$ cat src/rtl/uart_tx_fifo.sv
// uart_tx_fifo: byte FIFO feeding an 8N1 serial transmitter.
// CPU pushes bytes; the FSM drains them LSB first on o_TX.
module uart_tx_fifo #(
  parameter  int CLKS_PER_BIT = 434,
  parameter  int FIFO_DEPTH   = 16,
  localparam int PTR_W        = $clog2(FIFO_DEPTH),
  localparam int CNT_W        = $clog2(FIFO_DEPTH + 1),
  localparam int BAUD_W       = $clog2(CLKS_PER_BIT)
) (
  input  logic             i_CLK,
  input  logic             i_RESET,
  input  logic [7:0]       i_Data,
  input  logic             i_Write_EN,
  output logic             o_TX,
  output logic             o_UART_Full,
  output logic             o_UART_Busy,
  output logic [CNT_W-1:0] o_Count
);

  typedef enum logic [1:0] {
    S_IDLE,
    S_START,
    S_DATA,
    S_STOP
  } state_t;

  logic [7:0]        r_Mem [FIFO_DEPTH];
  logic [PTR_W-1:0]  r_Wr_Ptr;
  logic [PTR_W-1:0]  r_Rd_Ptr;
  logic [CNT_W-1:0]  r_Count;

  state_t            r_State;
  logic [BAUD_W-1:0] r_Baud;
  logic [2:0]        r_Bit;
  logic [7:0]        r_Shift;
  logic              r_TX;

  state_t            w_Next_State;
  logic [BAUD_W-1:0] w_Baud_Next;
  logic [2:0]        w_Bit_Next;
  logic [7:0]        w_Shift_Next;
  logic              w_TX_Next;
  logic              w_Pop;
  logic              w_Push;
  logic              w_Full;
  logic              w_Not_Empty;
  logic              w_Baud_Done;
  logic [7:0]        w_Head;

  assign w_Full      = (r_Count == CNT_W'(FIFO_DEPTH));
  assign w_Not_Empty = (r_Count != '0);
  assign w_Head      = r_Mem[r_Rd_Ptr];
  assign w_Baud_Done = (r_Baud == BAUD_W'(CLKS_PER_BIT - 1));
  // A pop in the same cycle frees the slot, so a full FIFO still accepts.
  assign w_Push      = i_Write_EN && (!w_Full || w_Pop);

  // Storage array; contents are meaningless once pointers reset.
  always_ff @(posedge i_CLK) begin
    if (w_Push)
      r_Mem[r_Wr_Ptr] <= i_Data;
  end

  // Pointers and occupancy; simultaneous push/pop leaves count unchanged.
  always_ff @(posedge i_CLK or posedge i_RESET) begin
    if (i_RESET) begin
      r_Wr_Ptr <= '0;
      r_Rd_Ptr <= '0;
      r_Count  <= '0;
    end else begin
      if (w_Push)
        r_Wr_Ptr <= r_Wr_Ptr + PTR_W'(1);
      if (w_Pop)
        r_Rd_Ptr <= r_Rd_Ptr + PTR_W'(1);
      unique case ({w_Push, w_Pop})
        2'b10:   r_Count <= r_Count + CNT_W'(1);
        2'b01:   r_Count <= r_Count - CNT_W'(1);
        default: r_Count <= r_Count;
      endcase
    end
  end

  // Transmitter state and datapath registers, o_TX included.
  always_ff @(posedge i_CLK or posedge i_RESET) begin
    if (i_RESET) begin
      r_State <= S_IDLE;
      r_Baud  <= '0;
      r_Bit   <= '0;
      r_Shift <= '0;
      r_TX    <= 1'b1;
    end else begin
      r_State <= w_Next_State;
      r_Baud  <= w_Baud_Next;
      r_Bit   <= w_Bit_Next;
      r_Shift <= w_Shift_Next;
      r_TX    <= w_TX_Next;
    end
  end

  // Next-state logic; the line level is computed alongside the state.
  always_comb begin
    w_Next_State = r_State;
    w_Baud_Next  = r_Baud + BAUD_W'(1);
    w_Bit_Next   = r_Bit;
    w_Shift_Next = r_Shift;
    w_TX_Next    = r_TX;
    w_Pop        = 1'b0;
    unique case (r_State)
      S_IDLE: begin
        w_Baud_Next = '0;
        w_TX_Next   = 1'b1;
        if (w_Not_Empty) begin
          w_Pop        = 1'b1;
          w_Shift_Next = w_Head;
          w_Next_State = S_START;
          w_TX_Next    = 1'b0;
        end
      end
      S_START: begin
        if (w_Baud_Done) begin
          w_Baud_Next  = '0;
          w_Bit_Next   = '0;
          w_Next_State = S_DATA;
          w_TX_Next    = r_Shift[0];
        end
      end
      S_DATA: begin
        if (w_Baud_Done) begin
          w_Baud_Next  = '0;
          w_Shift_Next = {1'b0, r_Shift[7:1]};
          if (r_Bit == 3'd7) begin
            w_Next_State = S_STOP;
            w_TX_Next    = 1'b1;
          end else begin
            w_Bit_Next = r_Bit + 3'd1;
            w_TX_Next  = r_Shift[1];
          end
        end
      end
      S_STOP: begin
        if (w_Baud_Done) begin
          w_Baud_Next = '0;
          if (w_Not_Empty) begin
            w_Pop        = 1'b1;
            w_Shift_Next = w_Head;
            w_Next_State = S_START;
            w_TX_Next    = 1'b0;
          end else begin
            w_Next_State = S_IDLE;
            w_TX_Next    = 1'b1;
          end
        end
      end
      default: begin
        w_Next_State = S_IDLE;
        w_Baud_Next  = '0;
        w_TX_Next    = 1'b1;
      end
    endcase
  end

  assign o_TX        = r_TX;
  assign o_UART_Full = w_Full;
  assign o_UART_Busy = (r_State != S_IDLE) || w_Not_Empty;
  assign o_Count     = r_Count;

endmodule

$ cat config.mk
export PLATFORM = sky130hd
export DESIGN_NAME = uart_tx_fifo
export DESIGN_NICKNAME = d
export VERILOG_FILES = /design/src/rtl/uart_tx_fifo.sv
export SDC_FILE = /design/constraint.sdc
export NUM_CORES = 1
export LEC_CHECK = 0
export ABC_AREA = 1
export BUFFER_PORTS_ARGS = -buffer_cell sky130_fd_sc_hd__buf_2
export CAP_MARGIN = 20
export CORE_MARGIN = 2
export CORE_UTILIZATION = 40
export DETAILED_ROUTE_END_ITERATION = 8
export HOLD_SLACK_MARGIN = 0.03
export PLACE_DENSITY_LB_ADDON = 0.15
export SLEW_MARGIN = 20
export SYNTH_ARGS = -nofsm -noshare
export SYNTH_HDL_FRONTEND = slang
export SYNTH_SLANG_ARGS = --single-unit
$ cat constraint.sdc
create_clock -name i_CLK -period 2.65 [get_ports i_CLK]
set_input_delay 0.3975 -clock i_CLK [delete_from_list [all_inputs] [get_ports i_CLK]]
set_output_delay 0.3975 -clock i_CLK [all_outputs]
set_load 0.01 [all_outputs]
After elaboration in Yosys (flattened, before gate mapping)
Memory sizes are Yosys's and may differ from the RTL's. Cells that the tools add are included.

Memories kept: 1. Flip-flop bits (word level): 36. Input bits: 11. Memory bits (writable): 128. Word-level logic and storage cells: 73.

Reduce and logical (&&, ||, !) cells: 15. Add/sub/neg operators: 6. Muxes and demuxes: 29. Equality and inequality tests: 14.

Memory list: r_Mem (depth 16, bits a word 8, read ports 1, clocked after Yosys merged registers in 0, write ports 1, line 27) `logic [7:0] r_Mem [FIFO_DEPTH];`.

Operators by type and width (number): $mux W8 (3); $pmux W8 S3 (1); $pmux W9 S2 (1); $ne A2 B2 Y1 const B (6); $mux W1 (10); $mux W2 (5); $pmux W5 S2 (1); $add A9 B1 Y9 const B (1); $eq A9 B9 Y1 const B (1); $mux W3 (3); $mux W9 (1); $add A4 B1 Y4 const B (2); $pmux W2 S4 (1); $eq A2 B2 Y1 const B (3); $pmux W3 S2 (1); $reduce_and A3 Y1 (2); $reduce_bool A2 Y1 (3); $add A5 B1 Y5 const B (1); $eq A5 B5 Y1 const B (1); $reduce_and A5 Y1 (1); $reduce_bool A5 Y1 (1); $sub A5 B1 Y5 const B (1); $eq A2 B1 Y1 const B (2); $pmux W1 S4 (1); 10 further kinds (11).

Depth between registers and ports, before layout
Gate-level depths: netlist (run 1).

Depth after elaboration: 8. Mapped depth: 18.

Least setup slack after synthesis (run 1)
Ideal clock, no wire load.

Path type: flip-flop to flip-flop. Start: register r_State[0]. End: register r_Count[4], in the netlist o_Count[4]. Library setup time: 0.113 ns. Slack: 0.414 ns. Arrival time: 2.123 ns. Data required time: 2.537 ns. Stages on the path, launching flop included: 18. Buffers on the path: 0. Cell sequence: dfrtp_1 > inv_1 > ha_1 > inv_1 > nand2_1 > inv_1 > nand2_2 > nor2_2 > inv_1 > fa_1 > nor2_1 > a211oi_1 > nand2_1 > nand2_1 > nand2_1 > nand2_1 > nand2_1 > inv_1.

Longest elaborated chain between the ends: 6.

Ends and longest elaborated chain: start: declaration (line 32) `state_t r_State;`; start signal: assignment (line 91) `r_State <= w_Next_State;`; $eq A2 B2 Y1 / $logic_not A2 Y1 (equally long branches) (line 107) `unique case (r_State)`; $pmux W1 S2 * (line 107); $logic_or A1 B1 Y1 (line 55) `assign w_Push = i_Write_EN && (!w_Full || w_Pop);`; $logic_and A1 B1 Y1 (line 55); $eq A2 B1 Y1 / $eq A2 B2 Y1 (equally long branches) (line 74) `unique case ({w_Push, w_Pop})`; $pmux W5 S2 / $reduce_bool A2 Y1 (equally long branches); end signal: assignment (line 75) `2'b10: r_Count <= r_Count + CNT_W'(1);`; end signal: assignment (line 76) `2'b01: r_Count <= r_Count - CNT_W'(1);`; end signal: assignment (line 77) `default: r_Count <= r_Count;`; end: declaration (line 30) `logic [CNT_W-1:0] r_Count;`.

Every way passes the cells marked *; elsewhere a longest branch is shown, timed or not. A chain may end at the register's enable or synchronous reset.

Final worst setup path (run 1)
Same ends and word-level chain as after synthesis.

==> run_results.csv, run 1 <==
group,metric,value,unit
global_routing,grt.overflow.total,0,
flow_run,maxCapViolations,0,
global_routing,grt_pass1_vias,4493,
power_and_ir_drop,cellLeakagePower,3.16,nW
routing,wl,16.1,mm
placed_design,placed_cell_area,0.00752,mm^2
logic_synthesis,ys.flop_type,"edfxtp_1",
hold_path,hp-class,"in2async",
cts,clock_sinks,164,
routing,avgViaCountPerCell,5.10,
routing,ant_nets,0,
routing,drc_errors,0,
worst_setup_path,worstReg2RegEnd,"o_Count[4]",
global_routing,antenna_found_initial,0,
worst_setup_path,crit_path_end_kind,"flip-flop",
placed_design,pre_cts_ws,144,ps
global_routing,grt_usage,0.184,
floorplanning,die_h,136,um
cts,clockBufferDepth,2,
worst_setup_path,crit_type,"reg2reg",
sta,worst_pin_slew,658,ps
worst_setup_path,cp-start-kind,"flip-flop",
logic_synthesis,ys_top_cells_by_count,"128 x edfxtp_1, 128 x nand2_1, 91 x nor2_1",
logic_synthesis,yosysWarnings,0,
sta,setup_viol,0,
floorplanning,ios,19,
routing,dr.pass1.iters,4,
worst_setup_path,reg2reg_slack,250,ps
floorplanning,fp.dieW,136,um
placed_design,hpwlAfterDp,10.7,mm
cells_and_area,layout-drive-gt1-share,0.127,
cells_and_area,num_antenna_cells,0,
power_and_ir_drop,p_per_area,767,mW/mm^2
logic_synthesis,synth_edf_count,128,
global_routing,grt_start_max_net_pins,68,
logic_synthesis,synth_area,0.00700,mm^2
worst_setup_path,required,2960,ps
cells_and_area,final_cells,911,
worst_setup_path,path_max_fanout,8,
logic_synthesis,syn_avg_cell_area,11.1,um^2
cells_and_area,fin_nets,701,
logic_synthesis,synth_seq_cells,164,
sta,finalHoldViolCount,0,
routing,drt_iter0_markers,339,
floorplanning,start_util,0.408,
cells_and_area,synthToLayoutAreaGrowth,15.7,%
floorplanning,core_area,0.0172,mm^2
logic_synthesis,syn-num-nets,656,
worst_setup_path,r2r_start,"r_State[0]",
worst_setup_path,reg2reg_depth,17,
routing,num_vias,4648,
cts,cts_tree,"done",
cts,clockRootBuffer,"clkbuf_16",
logic_synthesis,synth.top_cells.by_area,"edfxtp_1 55%, dfrtp_1 13%, nand2_1 6.9%",
cts,path_clk_slew,60,ps
logic_synthesis,synth_top_area_cell,"edfxtp_1",
floorplanning,placementRows,48,
power_and_ir_drop,power,6.22,mW
sta,setup_tns,0,ps
power_and_ir_drop,ir_drop,0.000503,V
logic_synthesis,syn_inst,628,
worst_setup_path,critPathSlowestCell,"dfrtp_1",
outcome,status,"finished clean",
placed_design,port_buffers,18,
sta,max_freq,416,MHz
cts,numCtsBuffers,17,
global_routing,grt_pass1_wl,25.0,mm
floorplanning,die-area,0.0186,mm^2
sta,finalCriticalPeriod,2400,ps
sta,setup_ws,247,ps
placed_design,gp_congestion,0.778,
sta,period_share,0.907,
cells_and_area,nFillCells,1616,
sta,clock-skew-final,5.12,ps
placed_design,placed_cells,879,
logic_synthesis,async_flop_share,0.220,
worst_setup_path,max_stage_delay,400,ps
logic_synthesis,netlist.area_leader.share,0.549,
sta,maxSlewViolCount,0,
cells_and_area,design_area,0.00810,mm^2
cts,htreeDepth,4,
cts,clock_latency,420,ps
logic_synthesis,yosysSeqAreaShare,0.678,
worst_setup_path,crit_chain,"inv_1, ha_1, inv_1, nand2_1, inv_1, nand2_4, nor2_4, inv_1, fa_1, nor2_1, a211oi_1, nand2_1, nand2_1, nand2_1, nand2_1, nand2_1, inv_1",
routing,wl_per_cell,17.7,um
worst_setup_path,path_common_cell,"nand2_1",
sta,hold_slack,78.8,ps
cells_and_area,fin_util,0.472,
worst_setup_path,cp.arrival,2720,ps
sta,max_slew_margin,0.560,
cts,hold_buffers,0,
sta,rsz0062_at_grt,"no",
logic_synthesis,synth_cell_types,36,
final cells by class:
type,count,area [um^2],share of cell area
Sequential cell,164,4750,0.586
Multi-Input combinational cell,408,2040,0.252
Clock buffer,19,433,0.0534
Timing Repair Buffer,47,333,0.0411
Tap cell,225,282,0.0347
Clock inverter,13,134,0.0165
Inverter,35,131,0.0162
sequential cells by signal (all words and copies together), names as in the netlist:
name      cells
r_Wr_Ptr      4
r_Mem       128
r_Rd_Ptr      4
r_Shift       8
o_Count       5
r_Baud        9
r_Bit         3
o_TX          1
r_State       2
metal layers:
| layer | GRT usage | vias to the layer above | wire length, um |
|---|---|---|---|
| met4 | 0.0642 | 0 | 312 |
| met5 | 0 | - | 0 |
| met3 | 0.0388 | 21 | 590 |
| met1 | 0.251 | 2267 | 7590 |
| met2 | 0.293 | 94 | 7620 |
| li1 | - | 2266 | - |
logic make-up (layout without fill, tap and decap cells):
group / Yosys count / count (layout) / share of synthesized area
AO/OA/AOI/OAI: 111 / 111 / 0.0904
XOR/XNOR: 10 / 10 / 0.0125
adder cells (fa/ha/maj): 17 / 17 / 0.0315
buffers and inverters: 56 / 114 / 0.0324
flip-flops: 164 / 164 / 0.678
AND/OR/NAND/NOR: 270 / 270 / 0.155
worst max path at each step:
stage,start,to
2_1_floorplan,r_State[0],o_Count[4]
3_3_place_gp,r_Baud[1],o_Count[4]
3_5_place_dp,r_State[1],o_Count[4]
4_1_cts,r_State[1],o_Count[4]
5_1_grt,r_State[0],o_Count[4]
6_report,r_State[0],o_Count[4]
report_power, final:
part	switching (mW)	internal [mW]
Sequential	0.111	3.03
Combinational	0.486	0.239
Clock	0.964	1.38
Total	1.56	4.66
placed cells by master, fill, tap and decap left out, types with 2 or more instances in the layout:
master / synthesis / layout
o211ai_1: 5 / 5
o22ai_1: 7 / 7
clkbuf_16: 0 / 17
xnor2_1: 2 / 2
dfrtp_2: 0 / 2
dfrtp_1: 35 / 33
and3_1: 2 / 2
inv_6: 0 / 2
xor2_1: 8 / 8
buf_12: 0 / 2
inv_1: 33 / 33
buf_4: 1 / 27
clkinv_4: 0 / 2
clkinvlp_4: 0 / 3
nand2_1: 128 / 127
bufinv_16: 0 / 2
o21ai_0: 59 / 59
a21oi_1: 23 / 23
nor2_1: 91 / 91
clkinv_1: 1 / 4
nand3_1: 37 / 37
buf_2: 4 / 18
edfxtp_1: 128 / 128
ha_1: 16 / 16
nor3_1: 6 / 6
a31oi_1: 9 / 9
clkbuf_1: 13 / 2
a32o_1: 2 / 2
nand2_2: 3 / 3
what timing repair did:
item,CTS,global route
setup buffers,0,0
gates resized for setup,0,4
endpoints found under the hold margin,0,0
endpoints found under the setup margin,0,17
worst max-delay path, delay by kind of cell, from the launching register on:
| family | cells | cell delay [ps] |
|---|---|---|
| buf+inv | 5 | 450 |
| compound gates | 1 | 70 |
| simple gates | 9 | 730 |
| flops | 1 | 400 |
| fa+ha+maj | 2 | 640 |
(Power assumes the default switching activity.)
==> run 2: changes to the inputs <==
--- a/config.mk
+++ b/config.mk
@@ -5,13 +5,12 @@
 export SDC_FILE = /design/constraint.sdc
 export NUM_CORES = 1
 export LEC_CHECK = 0
-export ABC_AREA = 1
 export BUFFER_PORTS_ARGS = -buffer_cell sky130_fd_sc_hd__buf_2
 export CAP_MARGIN = 20
 export CORE_MARGIN = 2
 export CORE_UTILIZATION = 40
 export DETAILED_ROUTE_END_ITERATION = 8
-export HOLD_SLACK_MARGIN = 0.03
+export HOLD_SLACK_MARGIN = 0.06
 export PLACE_DENSITY_LB_ADDON = 0.15
 export SLEW_MARGIN = 20
 export SYNTH_ARGS = -nofsm -noshare
==> run_results.csv, run 2 <==
group,metric,value,unit
outcome,status,"finished clean",
global_routing,antenna_found_initial,0,
global_routing,grt.overflow.total,0,
worst_setup_path,required,2780,ps
floorplanning,die_h,136,um
sta,period_share,0.941,
placed_design,pre_cts_ws,97.5,ps
cells_and_area,fin_util,0.471,
sta,setup_ws,156,ps
logic_synthesis,yosysMostFrequentCell,"edfxtp_1",
cts,cts_tree,"done",
sta,hold_slack,365,ps
worst_setup_path,crit_type,"reg2reg",
routing,avgViaCountPerCell,5.22,
worst_setup_path,crit_path_end_kind,"flip-flop",
sta,finalHoldViolCount,0,
floorplanning,die-area,0.0185,mm^2
sta,clock-skew-final,8.36,ps
logic_synthesis,yosysWarnings,0,
placed_design,hpwlAfterDp,8.76,mm
cells_and_area,largest_reg_flops,128,
logic_synthesis,synth_area,0.00696,mm^2
routing,drt_iter0_markers,235,
logic_synthesis,syn_inst,419,
floorplanning,ios,19,
logic_synthesis,syn_avg_cell_area,16.6,um^2
cts,clock_sinks,164,
logic_synthesis,ys.flop_type,"edfxtp_1",
cells_and_area,layout-drive-gt1-share,0.267,
worst_setup_path,path_max_fanout,12,
flow_run,maxCapViolations,0,
sta,finalCriticalPeriod,2490,ps
logic_synthesis,netlist.area_leader.share,0.552,
global_routing,grt_pass1_vias,3741,
logic_synthesis,yosysSeqAreaShare,0.681,
routing,wl_per_cell,18.6,um
cts,clockRootBuffer,"clkbuf_16",
cells_and_area,synthToLayoutAreaGrowth,16.1,%
floorplanning,fp.dieW,136,um
cts,htreeDepth,4,
routing,wl,13.0,mm
sta,max_freq,401,MHz
sta,worst_pin_slew,640,ps
global_routing,grt_pass1_wl,20.9,mm
global_routing,grt_start_max_net_pins,36,
worst_setup_path,path_common_cell,"buf_4",
cells_and_area,top_register,"r_Mem",
global_routing,grt_busiest_layer,"met2",
placed_design,gp_congestion,0.778,
cts,clock_latency,420,ps
cts,path_clk_slew,60,ps
worst_setup_path,reg2reg_slack,160,ps
worst_setup_path,cp.arrival,2620,ps
floorplanning,core_area,0.0172,mm^2
worst_setup_path,crit_chain,"inv_1, ha_1, and4b_2, a31oi_4, nor3_4, buf_4, buf_4, o21bai_2, nor3_1, buf_4",
worst_setup_path,cp-start-kind,"flip-flop",
sta,setup_tns,0,ps
global_routing,use_met3,0.0380,
routing,ant_nets,0,
power_and_ir_drop,p_per_area,1090,mW/mm^2
sta,maxSlewViolCount,0,
logic_synthesis,syn-num-nets,447,
placed_design,placed_cell_area,0.00743,mm^2
power_and_ir_drop,cellLeakagePower,2.89,nW
logic_synthesis,synth_edf_count,128,
logic_synthesis,ys_top_cells_by_count,"128 x edfxtp_1, 35 x dfrtp_1, 32 x mux4_2",
floorplanning,start_util,0.405,
power_and_ir_drop,ir_drop,0.000841,V
worst_setup_path,critPathSlowestCell,"dfrtp_1",
cells_and_area,final_cell_mix,"128 x edfxtp_1, 34 x dfrtp_1, 32 x mux4_2",
floorplanning,placementRows,48,
placed_design,port_buffers,18,
cts,clockBufferDepth,2,
routing,dr.pass1.iters,5,
hold_path,holdPathStages,1,
logic_synthesis,synth_seq_cells,164,
worst_setup_path,max_stage_delay,400,ps
logic_synthesis,async_flop_share,0.220,
cells_and_area,fin_nets,491,
logic_synthesis,synth_top_area_cell,"edfxtp_1",
cts,numCtsBuffers,17,
sta,max_slew_margin,0.571,
cells_and_area,final_common_cell,"edfxtp_1",
hold_path,hp-class,"in2reg",
logic_synthesis,synth.top_cells.by_area,"edfxtp_1 55%, dfrtp_1 13%, mux4_2 10%",
cells_and_area,reg_top3,"r_Mem: 128 flops, r_Baud: 9 flops, r_Shift: 8 flops",
cells_and_area,design_area,0.00808,mm^2
global_routing,grt_usage,0.154,
global_routing,use_met1,0.216,
routing,num_vias,3654,
worst_setup_path,reg2reg_depth,10,
global_routing,use_met2,0.235,
sta,setup_viol,0,
cells_and_area,num_antenna_cells,0,
logic_synthesis,synth_cell_types,54,
routing,drc_errors,0,
run 2: final cells by class:
type,instances,area [um^2]
clock buffers,20,437
clock inverters,11,153
fillers,1498,9090
inverters,11,41.3
multi-input cells,225,2110
flip-flops and latches,164,4750
well taps,225,282
repair buffers,44,313
run 2: critical path, delay by kind of cell, from the launching register on:
family / cells / cell delay [ps]
AOI/OAI and AO/OA: 2 / 280
adders and majority gates: 1 / 130
buffers and inverters: 4 / 660
DFF: 1 / 400
and+or+nand+nor: 3 / 740
run 2: power by group:
group	switching (mW)	leakage, nW	internal [mW]	total (mW)
Clock	0.960	0.277	1.48	2.44
Combinational	1.57	1.02	1.32	2.88
Sequential	0.262	1.60	3.21	3.47
Total	2.79	2.89	6.01	8.80
run 2: stage by stage:
stage | cells | total power, mW
floorplan | 419 | 5.59
global placement | 664 | 6.35
detailed placement | 664 | 6.41
CTS | 696 | 8.86
global route | 700 | 9.32
finish | 700 | 8.80
run 2: kinds of logic after synthesis:
kind of cell             Yosys count  synth area share
flip-flops                       164             0.681
AND/OR/NAND/NOR                   85            0.0638
AO/OA/AOI/OAI                     65            0.0638
multiplexers                      40             0.116
buffers and inverters             30            0.0203
XOR/XNOR                          18            0.0226
adder cells (fa/ha/maj)           17            0.0316
run 2: path summary, 6_finish.rpt:
| path | startpoint | end |
|---|---|---|
| worst min-delay path | i_Data[6] | r_Mem[12][6] |
| worst max register to register | r_Baud[1] | r_Mem[2][0] |
| worst min register to register | o_TX | o_TX |
| worst max-delay path | r_Baud[1] | r_Mem[2][0] |
| max in group asynchronous | i_RESET | o_TX |
| min in group asynchronous | i_RESET | r_Shift[0] |
run 2: metal layers:
layer | wire length (um) | share of wire
met1 | 6230 | 0.48
met2 | 6200 | 0.48
met3 | 362 | 0.028
met4 | 212 | 0.016
met5 | 0 | 0
run 2: what timing repair did:
| item | in CTS | in global routing |
|---|---|---|
| hold buffers | 1 | 0 |
| endpoints found under the setup margin | 0 | 9 |
| hold endpoints to repair | 35 | 0 |
| resized for setup | 0 | 5 |
| setup buffers | 0 | 4 |
==> run 3: changes to the inputs <==
==> constraint.sdc (replaced) <==
create_clock -name i_CLK -period 2.95 [get_ports i_CLK]
set_input_delay 0.4425 -clock i_CLK [delete_from_list [all_inputs] [get_ports i_CLK]]
set_output_delay 0.4425 -clock i_CLK [all_outputs]
set_load 0.01 [all_outputs]
==> run_results.csv, run 3 (synthesized netlist as in run 2, its figures left out) <==
group,metric,value,unit
sta,clock-skew-final,8.82,ps
floorplanning,start_util,0.405,
routing,wl_per_cell,19.5,um
cells_and_area,fin_nets,488,
cells_and_area,reg_top3,"r_Mem: 128 flops, r_Baud: 9 flops, r_Shift: 8 flops",
cells_and_area,fin_util,0.465,
floorplanning,die-area,0.0185,mm^2
sta,setup_tns,0,ps
placed_design,port_buffers,18,
routing,wl,13.6,mm
cts,hold_buffers,0,
cts,path_clk_slew,70,ps
sta,rsz0062_at_grt,"no",
cells_and_area,final_cell_mix,"128 x edfxtp_1, 34 x dfrtp_1, 32 x mux4_2",
floorplanning,fp.dieW,136,um
cts,cts_tree,"done",
global_routing,grt_busiest_layer,"met2",
routing,drc_errors,0,
routing,avgViaCountPerCell,5.26,
worst_setup_path,reg2reg_depth,11,
sta,period_share,0.880,
cts,clockBufferDepth,2,
cells_and_area,top_register,"r_Mem",
cts,clock_sinks,164,
cts,cts_resized,0,
floorplanning,die_h,136,um
global_routing,use_met2,0.256,
cells_and_area,synthToLayoutAreaGrowth,14.6,%
worst_setup_path,cp.arrival,2940,ps
placed_design,gp_congestion,0.812,
hold_path,hp-class,"in2async",
worst_setup_path,worstReg2RegEnd,"o_Count[4]",
cells_and_area,num_antenna_cells,0,
routing,num_vias,3668,
global_routing,grt.overflow.total,0,
power_and_ir_drop,ir_drop,0.000469,V
routing,drt_iter0_markers,225,
worst_setup_path,critPathSlowestCell,"or4_4",
global_routing,grt_pass1_wl,21.6,mm
cells_and_area,nFillCells,1535,
global_routing,grt_start_max_net_pins,35,
worst_setup_path,required,3300,ps
worst_setup_path,path_max_fanout,5,
worst_setup_path,max_stage_delay,580,ps
global_routing,use_met1,0.216,
power_and_ir_drop,cellLeakagePower,2.87,nW
routing,ant_nets,0,
global_routing,grt_usage,0.161,
worst_setup_path,crit_type,"reg2reg",
worst_setup_path,cp-start-kind,"flip-flop",
cts,numCtsBuffers,17,
placed_design,hpwlAfterDp,8.98,mm
sta,finalCriticalPeriod,2590,ps
cts,htreeDepth,4,
worst_setup_path,crit_chain,"or4_4, nor2_4, nor3_2, nand2b_1, inv_1, ha_1, nor2b_1, o21a_1, o211a_1, mux2i_1, xnor2_1",
cts,post-cts-setup-buffer-count,0,
global_routing,antenna_found_initial,0,
floorplanning,core_area,0.0172,mm^2
global_routing,grt_pass1_vias,3839,
worst_setup_path,reg2reg_slack,360,ps
cells_and_area,layout-drive-gt1-share,0.260,
global_routing,use_met3,0.0377,
cts,clockRootBuffer,"clkbuf_16",
floorplanning,ios,19,
worst_setup_path,r2r_start,"o_Count[0]",
sta,maxSlewViolCount,0,
flow_run,maxCapViolations,0,
cells_and_area,largest_reg_flops,128,
sta,max_freq,385,MHz
sta,max_slew_margin,0.510,
cts,clock_latency,420,ps
worst_setup_path,crit_path_end_kind,"flip-flop",
sta,setup_viol,0,
power_and_ir_drop,p_per_area,974,mW/mm^2
outcome,status,"finished clean",
cells_and_area,final_common_cell,"edfxtp_1",
sta,finalHoldViolCount,0,
floorplanning,placementRows,48,
sta,worst_pin_slew,734,ps
routing,dr.pass1.iters,6,
## run 3: cell count changes in the layout (fill, tap and decap cells not counted), moves of 2 or more
cell        change
clkinvlp_4      -2
clkinv_4        +2
bufinv_16       -3
buf_4           -2
inv_8           +3
inv_6           +2
clkbuf_1        -2
## run 3: how the worst max path moves through the flow
| stage | start | end | slack [ps] | cells past startpoint |
|---|---|---|---|---|
| 5_1_grt | r_Baud[1] | o_Count[4] | 170 | 13 |
| 2_1_floorplan | o_Count[0] | o_Count[4] | 290 | 12 |
| 3_3_place_gp | o_Count[0] | o_Count[4] | 430 | 11 |
| 6_report | o_Count[0] | o_Count[4] | 360 | 11 |
| 3_5_place_dp | o_Count[0] | o_Count[4] | 350 | 11 |
| 4_1_cts | o_Count[0] | o_Count[4] | 340 | 11 |
## run 3: area by class of cell
class | instances | area (um^2) | share of cell area
clock buffer | 18 | 429 | 0.0538
clock inverter | 14 | 120 | 0.0150
inverter | 11 | 41.3 | 0.00517
multi-input combinational | 225 | 2080 | 0.260
sequential | 164 | 4750 | 0.595
tap | 225 | 282 | 0.0353
timing repair buffer | 41 | 288 | 0.0360
## run 3: power breakdown
part / total [mW] / leakage, nW / switching, mW / internal (mW)
Sequential: 3.19 / 1.60 / 0.305 / 2.88
Clock: 2.06 / 0.269 / 0.952 / 1.10
Combinational: 2.53 / 1.00 / 1.36 / 1.18
Total: 7.78 / 2.87 / 2.61 / 5.16
## run 3: critical path, delay by kind of cell, from the launching register on
kind	cells	cell delay, ps
AO/OA/AOI/OAI	2	370
XOR/XNOR	1	130
adder cells (fa/ha/maj)	1	310
buffers and inverters	1	90
flip-flops	1	420
multiplexers	1	150
AND/OR/NAND/NOR	5	1050
## run 3: metal layers
| layer | vias to the layer above | share of wire |
|---|---|---|
| met5 | - | 0 |
| met1 | 1880 | 0.47 |
| li1 | 1709 | - |
| met2 | 62 | 0.48 |
| met3 | 17 | 0.033 |
| met4 | 0 | 0.016 |
## run 3: stage by stage
step	cells	power, mW	hold slack, ps	setup slack (ps)	area, um^2
after floorplan	419	5.01	467	292	6960
after global placement	666	5.75	493	433	7430
after detailed placement	666	5.81	494	350	7430
after CTS	698	7.87	75.5	339	7980
after global routing	698	8.23	107	172	7980
final	698	7.78	69.3	355	7980
